### src/rtl/leaf_out_arbiter.sv
// Leaf output arbiter: round-robin merge of user channels into one BFT packet stream.
// Each channel has credit-based flow control, a destination set over the network, and a sequence counter.
module leaf_out_arbiter #(
   parameter int PACKET_BITS    = 49,
   parameter int PAYLOAD_BITS   = 32,
   parameter int NUM_LEAF_BITS  = 5,
   parameter int NUM_PORT_BITS  = 4,
   parameter int NUM_ADDR_BITS  = 7,
   parameter int NUM_OUT_PORTS  = 6,
   parameter int FREESPACE_INIT = 64
) (
   input  logic                                  clk,
   input  logic                                  reset,
   input  logic [PACKET_BITS-1:0]                din_leaf_bft2interface,
   input  logic [NUM_OUT_PORTS*PAYLOAD_BITS-1:0] din_leaf_user2interface,
   input  logic [NUM_OUT_PORTS-1:0]              vld_user2interface,
   output logic [NUM_OUT_PORTS-1:0]              ack_interface2user,
   input  logic                                  resend,
   output logic [PACKET_BITS-1:0]                dout_leaf_interface2bft
);

   localparam int DW    = NUM_LEAF_BITS + NUM_PORT_BITS;
   localparam int CW    = NUM_ADDR_BITS + 1;
   localparam int PTR_W = (NUM_OUT_PORTS > 1) ? $clog2(NUM_OUT_PORTS) : 1;
   localparam logic [CW:0]    FS_P  = (CW+1)'(FREESPACE_INIT);
   localparam logic [PTR_W:0] N_P   = (PTR_W+1)'(NUM_OUT_PORTS);
   localparam logic [3:0]     N4_P  = 4'(NUM_OUT_PORTS);

   logic [CW-1:0]            cred_q [NUM_OUT_PORTS];
   logic [CW-1:0]            cred_d [NUM_OUT_PORTS];
   logic [NUM_ADDR_BITS-1:0] seq_q  [NUM_OUT_PORTS];
   logic [NUM_ADDR_BITS-1:0] seq_d  [NUM_OUT_PORTS];
   logic [DW-1:0]            dest_q [NUM_OUT_PORTS];
   logic [DW-1:0]            dest_d [NUM_OUT_PORTS];
   logic [NUM_OUT_PORTS-1:0] cfg_q, cfg_d;
   logic [PTR_W-1:0]         ptr_q, ptr_d;
   logic [PACKET_BITS-1:0]   pkt_q, pkt_d;

   logic [PAYLOAD_BITS-1:0]  user_pl [NUM_OUT_PORTS];
   logic [PAYLOAD_BITS-1:0]  in_pl;
   logic [NUM_PORT_BITS-1:0] in_port;
   logic                     in_valid;
   logic [1:0]               in_op;
   logic [3:0]               in_k;
   logic                     ctrl_hit;
   logic [NUM_OUT_PORTS-1:0] ctrl_sel;
   logic [CW-1:0]            cred_inc;
   logic [NUM_OUT_PORTS-1:0] eligible;
   logic [NUM_OUT_PORTS-1:0] grant_oh;
   logic [PTR_W-1:0]         grant_idx;
   logic                     found;
   logic                     unused_din;

   assign in_valid = din_leaf_bft2interface[PACKET_BITS-1];
   assign in_port  = din_leaf_bft2interface[PAYLOAD_BITS+NUM_ADDR_BITS +: NUM_PORT_BITS];
   assign in_pl    = din_leaf_bft2interface[PAYLOAD_BITS-1:0];
   assign in_op    = in_pl[31:30];
   assign in_k     = in_pl[29:26];
   assign cred_inc = in_pl[NUM_ADDR_BITS:0];
   assign ctrl_hit = in_valid && (in_port == '0) && (in_k < N4_P);
   assign ctrl_sel = ctrl_hit ? (NUM_OUT_PORTS'(1) << in_k) : '0;
   assign unused_din = ^din_leaf_bft2interface;

   always_comb begin
      for (int c = 0; c < NUM_OUT_PORTS; c++) begin
         user_pl[c]  = din_leaf_user2interface[c*PAYLOAD_BITS +: PAYLOAD_BITS];
         eligible[c] = vld_user2interface[c] && cfg_q[c] && (cred_q[c] != '0) && !resend && !reset;
      end
   end

   // Round-robin search begins just past the last granted channel.
   always_comb begin
      logic [PTR_W:0] cand;
      cand      = '0;
      found     = 1'b0;
      grant_idx = '0;
      grant_oh  = '0;
      for (int i = 1; i <= NUM_OUT_PORTS; i++) begin
         cand = {1'b0, ptr_q} + (PTR_W+1)'(i);
         if (cand >= N_P) cand = cand - N_P;
         if (!found && eligible[cand[PTR_W-1:0]]) begin
            found     = 1'b1;
            grant_idx = cand[PTR_W-1:0];
         end
      end
      if (found) grant_oh[grant_idx] = 1'b1;
   end

   always_comb begin
      logic [CW:0] sum;
      sum    = '0;
      cred_d = cred_q;
      seq_d  = seq_q;
      dest_d = dest_q;
      cfg_d  = cfg_q;
      ptr_d  = ptr_q;
      pkt_d  = '0;
      for (int c = 0; c < NUM_OUT_PORTS; c++) begin
         // Grant and credit return on the same channel net out before saturation.
         sum = {1'b0, cred_q[c]};
         if (grant_oh[c]) sum = sum - 1'b1;
         if (ctrl_sel[c] && in_op == 2'd1) sum = sum + {1'b0, cred_inc};
         cred_d[c] = (sum > FS_P) ? FS_P[CW-1:0] : sum[CW-1:0];
         if (ctrl_sel[c] && in_op == 2'd0) begin
            dest_d[c] = in_pl[DW-1:0];
            cfg_d[c]  = 1'b1;
         end
      end
      if (found) begin
         pkt_d            = {1'b1, dest_q[grant_idx], seq_q[grant_idx], user_pl[grant_idx]};
         seq_d[grant_idx] = seq_q[grant_idx] + 1'b1;
         ptr_d            = grant_idx;
      end
   end

   always_ff @(posedge clk or posedge reset) begin
      if (reset) begin
         for (int c = 0; c < NUM_OUT_PORTS; c++) begin
            cred_q[c] <= FS_P[CW-1:0];
            seq_q[c]  <= '0;
            dest_q[c] <= '0;
         end
         cfg_q <= '0;
         ptr_q <= PTR_W'(NUM_OUT_PORTS-1);
         pkt_q <= '0;
      end else begin
         cred_q <= cred_d;
         seq_q  <= seq_d;
         dest_q <= dest_d;
         cfg_q  <= cfg_d;
         ptr_q  <= ptr_d;
         pkt_q  <= pkt_d;
      end
   end

   assign ack_interface2user      = grant_oh;
   assign dout_leaf_interface2bft = resend ? '0 : pkt_q;

endmodule

### config.mk
export PLATFORM = sky130hd
export DESIGN_NAME = leaf_out_arbiter
export DESIGN_NICKNAME = d
export VERILOG_FILES = /design/src/rtl/leaf_out_arbiter.sv
export SDC_FILE = /design/constraint.sdc
export NUM_CORES = 1
export LEC_CHECK = 0
export CAP_MARGIN = 0
export CORE_MARGIN = 8
export CORE_UTILIZATION = 40
export CTS_CLUSTER_DIAMETER = 60
export CTS_CLUSTER_SIZE = 30
export DETAILED_ROUTE_END_ITERATION = 6
export PLACE_DENSITY_LB_ADDON = 0.15
export SLEW_MARGIN = 20
export SYNTH_ARGS = -nofsm -noshare
export SYNTH_HDL_FRONTEND = slang
export SYNTH_SLANG_ARGS = --single-unit
### constraint.sdc
create_clock -name clk -period 6.2 [get_ports clk]
set_input_delay 0.93 -clock clk [delete_from_list [all_inputs] [get_ports clk]]
set_output_delay 0.93 -clock clk [all_outputs]
set_load 0.005 [all_outputs]
==> metrics.cfg <==
[logic_synthesis]
synthCells = 1535
avgSynthCellArea_sq_um = 9.13
ys_types = 93
synthArstFlopShare_pct = 100
synthFlopType = dfrtp_1
synth_edf_count = 0
ys_seq_area_share_pct = 36.1
synthesis.area_sq_um = 14000
yosysWarnings = 0
synth_seq_cells = 202

[placed_design]
io_buffers = 275
place_area_sq_um = 18100
gp_congestion = 0.886
hpwl_um = 35000

[cells_and_area]
fill_cells = 3147
area_growth_syn_to_layout_pct = 35.9
final_area_sq_um = 19100
drive_above_1_share_pct = 16.4
final_util_pct = 55.2
nNetsFinal = 2214
register_area_sq_um = 5060
multi_input_area_sq_um = 8490

[setup_path]
cp-end-kind = flip-flop
arrival_ns = 6.31
worstSetupPathType = in2reg
required_ns = 6.66
startpoint = reset
slowest_delay_ns = 0.56
worstPathMaxFanout = 5
worstReg2RegStart = cred_q[8]
ff2ff_path_depth = 26
r2r-end = cred_q[35]
cpMaxStageDelayCell = or4_4
start_kind = input port
reg2reg_slack_ns = 0.39

[detailed_routing]
drtPass1Iterations = 7
detail_route.vias_per_cell = 5.39
ant_nets = 0
dr.first_iter.drc_count = 965
drt_wl_total_um = 46800
num_vias = 12800
drc = 0
wl_per_cell_um = 19.8

[job]
cap_viol_max_count = 0

[global_routing]
grt_pass1_wl_um = 72300
grtUsageTotal_pct = 21.7
grt-ovfl-total = 0
grt_pass1_vias = 12800
antenna_found_initial = 1
grt_max_degree = 173

[cts]
numCtsBuffers = 24
cts.sinks = 202
clk_latency_ns = 0.53
postCtsHoldBufs = 0
h-tree-depth = 1
cts_max_path_buffers = 3
clk_pin_slew_ns = 0.07
cts_tree = yes
root_buffer = clkbuf_16

[sta]
tns_ns = 0
tightest_slew_ns = 0.932
period_needed_ns = 5.85
finalHoldViolCount = 0
final-setup-viol-count = 0
slew_violations = 0
maxSlewHeadroom_pct = 37.4
post-route-period-util_pct = 94.4
clock.fmax_ghz = 0.171
fin_skew_ns = 0.0351

[power]
p_seq_share_pct = 20.3
p_leak_nw = 8.54
combPwrFrac_pct = 60.9
intPower_mw = 4.71
power_mw = 8.31
p_sw_mw = 3.59
power.ir.vdd_worst_mv = 0.317
clock_power_share_pct = 18.8
power_density_nw_per_um2 = 436
switching_share_pct = 43.3

[floorplan]
core_area_sq_um = 34500
dieWidth_um = 203
dieHeight_um = 203
ios = 305
die-area_sq_um = 41300
start_util_pct = 40.6
fp-row-count = 68

[worst_hold_path]
min_to = cfg_q[0]
min_from = cfg_q[0]
hp-class = reg2reg
hold_depth = 1

[run_status]
outcome = finished, final reports clean

==> metrics by stage <==
stage / hold slack, ns / cells / setup WS, ns
after floorplan: 0.431 / 1540 / 0.110
after global placement: 0.449 / 2320 / -0.155
after detailed placement: 0.454 / 2320 / -0.359
after CTS: 0.468 / 2364 / 0.153
after global routing: 0.478 / 2368 / -0.00494
final: 0.466 / 2368 / 0.349
==> final cells by class <==
class / instances / share of cell area (%)
Inverter: 63 / 1.26
Multi-Input combinational cell: 1193 / 44.5
Timing Repair Buffer: 410 / 20.0
Sequential cell: 202 / 26.6
Clock inverter: 13 / 1.08
Clock buffer: 31 / 3.56
Tap cell: 455 / 2.99
Antenna cell: 1 / 0.0131
==> sequential cells by signal (all words and copies together) (netlist names) <==
| register | flops |
|---|---|
| dest_q | 54 |
| pkt_q | 49 |
| cred_q | 48 |
| seq_q | 42 |
| cfg_q | 6 |
| ptr_q | 3 |
==> timing repair <==
action / in CTS / in global routing
buffers inserted: 0 / 2
resized for setup: 0 / 20
endpoints found under the setup margin: 0 / 37
==> worst max-delay path: cells and delay by family <==
kind | cells | cell delay [ns]
buf+inv | 6 | 0.99
fa+ha+maj | 2 | 0.62
simple gates | 11 | 2.43
xor+xnor | 2 | 0.28
compound gates | 6 | 1.04
==> worst max-delay path by stage <==
stage / to / slack [ns] / cells past startpoint
after global placement: cred_q[24] / -0.15 / 23
after detailed placement: cred_q[24] / -0.36 / 23
after floorplan: cred_q[24] / 0.11 / 25
final: cred_q[18] / 0.35 / 27
after global routing: cred_q[21] / -0.005 / 27
after CTS: cred_q[24] / 0.15 / 23
==> power by group through the flow <==
stage | Sequential [mW] | Combinational [mW] | Clock, mW
after CTS | 1.69 | 5.00 | 1.60
after global placement | 1.70 | 4.89 | 0
after floorplan | 1.68 | 3.33 | 0
final | 1.69 | 5.06 | 1.56
after detailed placement | 1.71 | 4.97 | 0
after global routing | 1.71 | 5.54 | 1.65
==> placed cells by master (no fill, tap or decap), types with 6 or more instances in the layout <==
cell	count
nor2_1	96
o21a_1	7
mux2_2	63
nand2_1	253
nor2b_1	64
dfstp_2	8
o31ai_2	7
dfrtp_1	194
clkbuf_16	25
or3_1	12
inv_1	59
clkdlybuf4s50_1	274
xor2_1	25
a21o_1	11
buf_4	132
a211oi_1	10
o21bai_1	9
and3_1	8
o31ai_1	10
nand3_1	25
a211oi_2	9
o211ai_1	10
xnor2_1	47
o21ai_0	47
mux2i_1	91
nand2b_1	19
or2_2	9
nand4_1	9
fa_1	6
nor4_1	15
ha_1	63
a222oi_1	43
o21ai_1	12
a21oi_1	48
conb_1	6
o31a_1	6
nor3_1	30
==> synthesized netlist by cell type (5+ instances only) <==
| cell type | number | area [sq um] |
|---|---|---|
| nand4b_1 | 5 | 43.8 |
| nand2b_1 | 20 | 125 |
| fa_1 | 6 | 120 |
| or2_2 | 9 | 56.3 |
| o22ai_1 | 6 | 37.5 |
| buf_2 | 20 | 100 |
| xnor2_1 | 49 | 429 |
| o21ai_0 | 50 | 250 |
| nand3b_1 | 5 | 37.5 |
| o211ai_1 | 10 | 75.1 |
| or3_1 | 12 | 75.1 |
| a211o_1 | 5 | 43.8 |
| o21ai_1 | 9 | 45.0 |
| nand3_1 | 25 | 125 |
| nor3_1 | 30 | 150 |
| nor4_1 | 17 | 106 |
| clkbuf_1 | 48 | 180 |
| dfrtp_1 | 194 | 4850 |
| xor2_1 | 25 | 219 |
| o21bai_1 | 9 | 67.6 |
| nor3b_1 | 5 | 37.5 |
| nor2_1 | 97 | 364 |
| o31a_1 | 6 | 52.6 |
| and2_1 | 5 | 31.3 |
| o31ai_1 | 11 | 82.6 |
| nand4_1 | 9 | 56.3 |
| ha_1 | 64 | 801 |
| o211a_1 | 7 | 70.1 |
| o21a_1 | 7 | 52.6 |
| a211oi_2 | 5 | 62.6 |
| dfstp_2 | 8 | 210 |
| a211oi_1 | 14 | 105 |
| o31ai_2 | 6 | 75.1 |
| nor2b_1 | 64 | 400 |
| mux2_2 | 63 | 709 |
| nand2_1 | 254 | 953 |
| a21o_1 | 11 | 82.6 |
| and3_1 | 9 | 56.3 |
| a21oi_1 | 49 | 245 |
| mux2i_1 | 91 | 911 |
| a222oi_1 | 43 | 430 |
| inv_1 | 60 | 225 |
| buf_1 | 9 | 33.8 |
==> logic make-up (layout without fill, tap and decap cells) <==
logic type | Yosys count | in the layout | synth area share, %
xor gates and xnor gates | 75 | 75 | 4.74
AOI/OAI and AO/OA | 301 | 301 | 16.5
adders and majority gates | 70 | 70 | 6.57
muxes | 154 | 154 | 11.6
buffers and inverters | 145 | 517 | 4.28
DFF | 202 | 202 | 36.1
other | 1 | 7 | 0.0268
and+or+nand+nor | 587 | 587 | 20.2
==> routing by layer <==
layer | vias to the layer above | wire (um) | part of all wire (%) | track usage, %
met4 | 0 | 1250 | 2.7 | 7.15
met1 | 6129 | 19800 | 42 | 27.6
met2 | 325 | 23300 | 50 | 37.2
met3 | 71 | 2410 | 5.2 | 3.49
li1 | 6229 | - | - | -
met5 | - | 0 | 0 | 0
No activity file was read; power rests on OpenSTA's default activity.
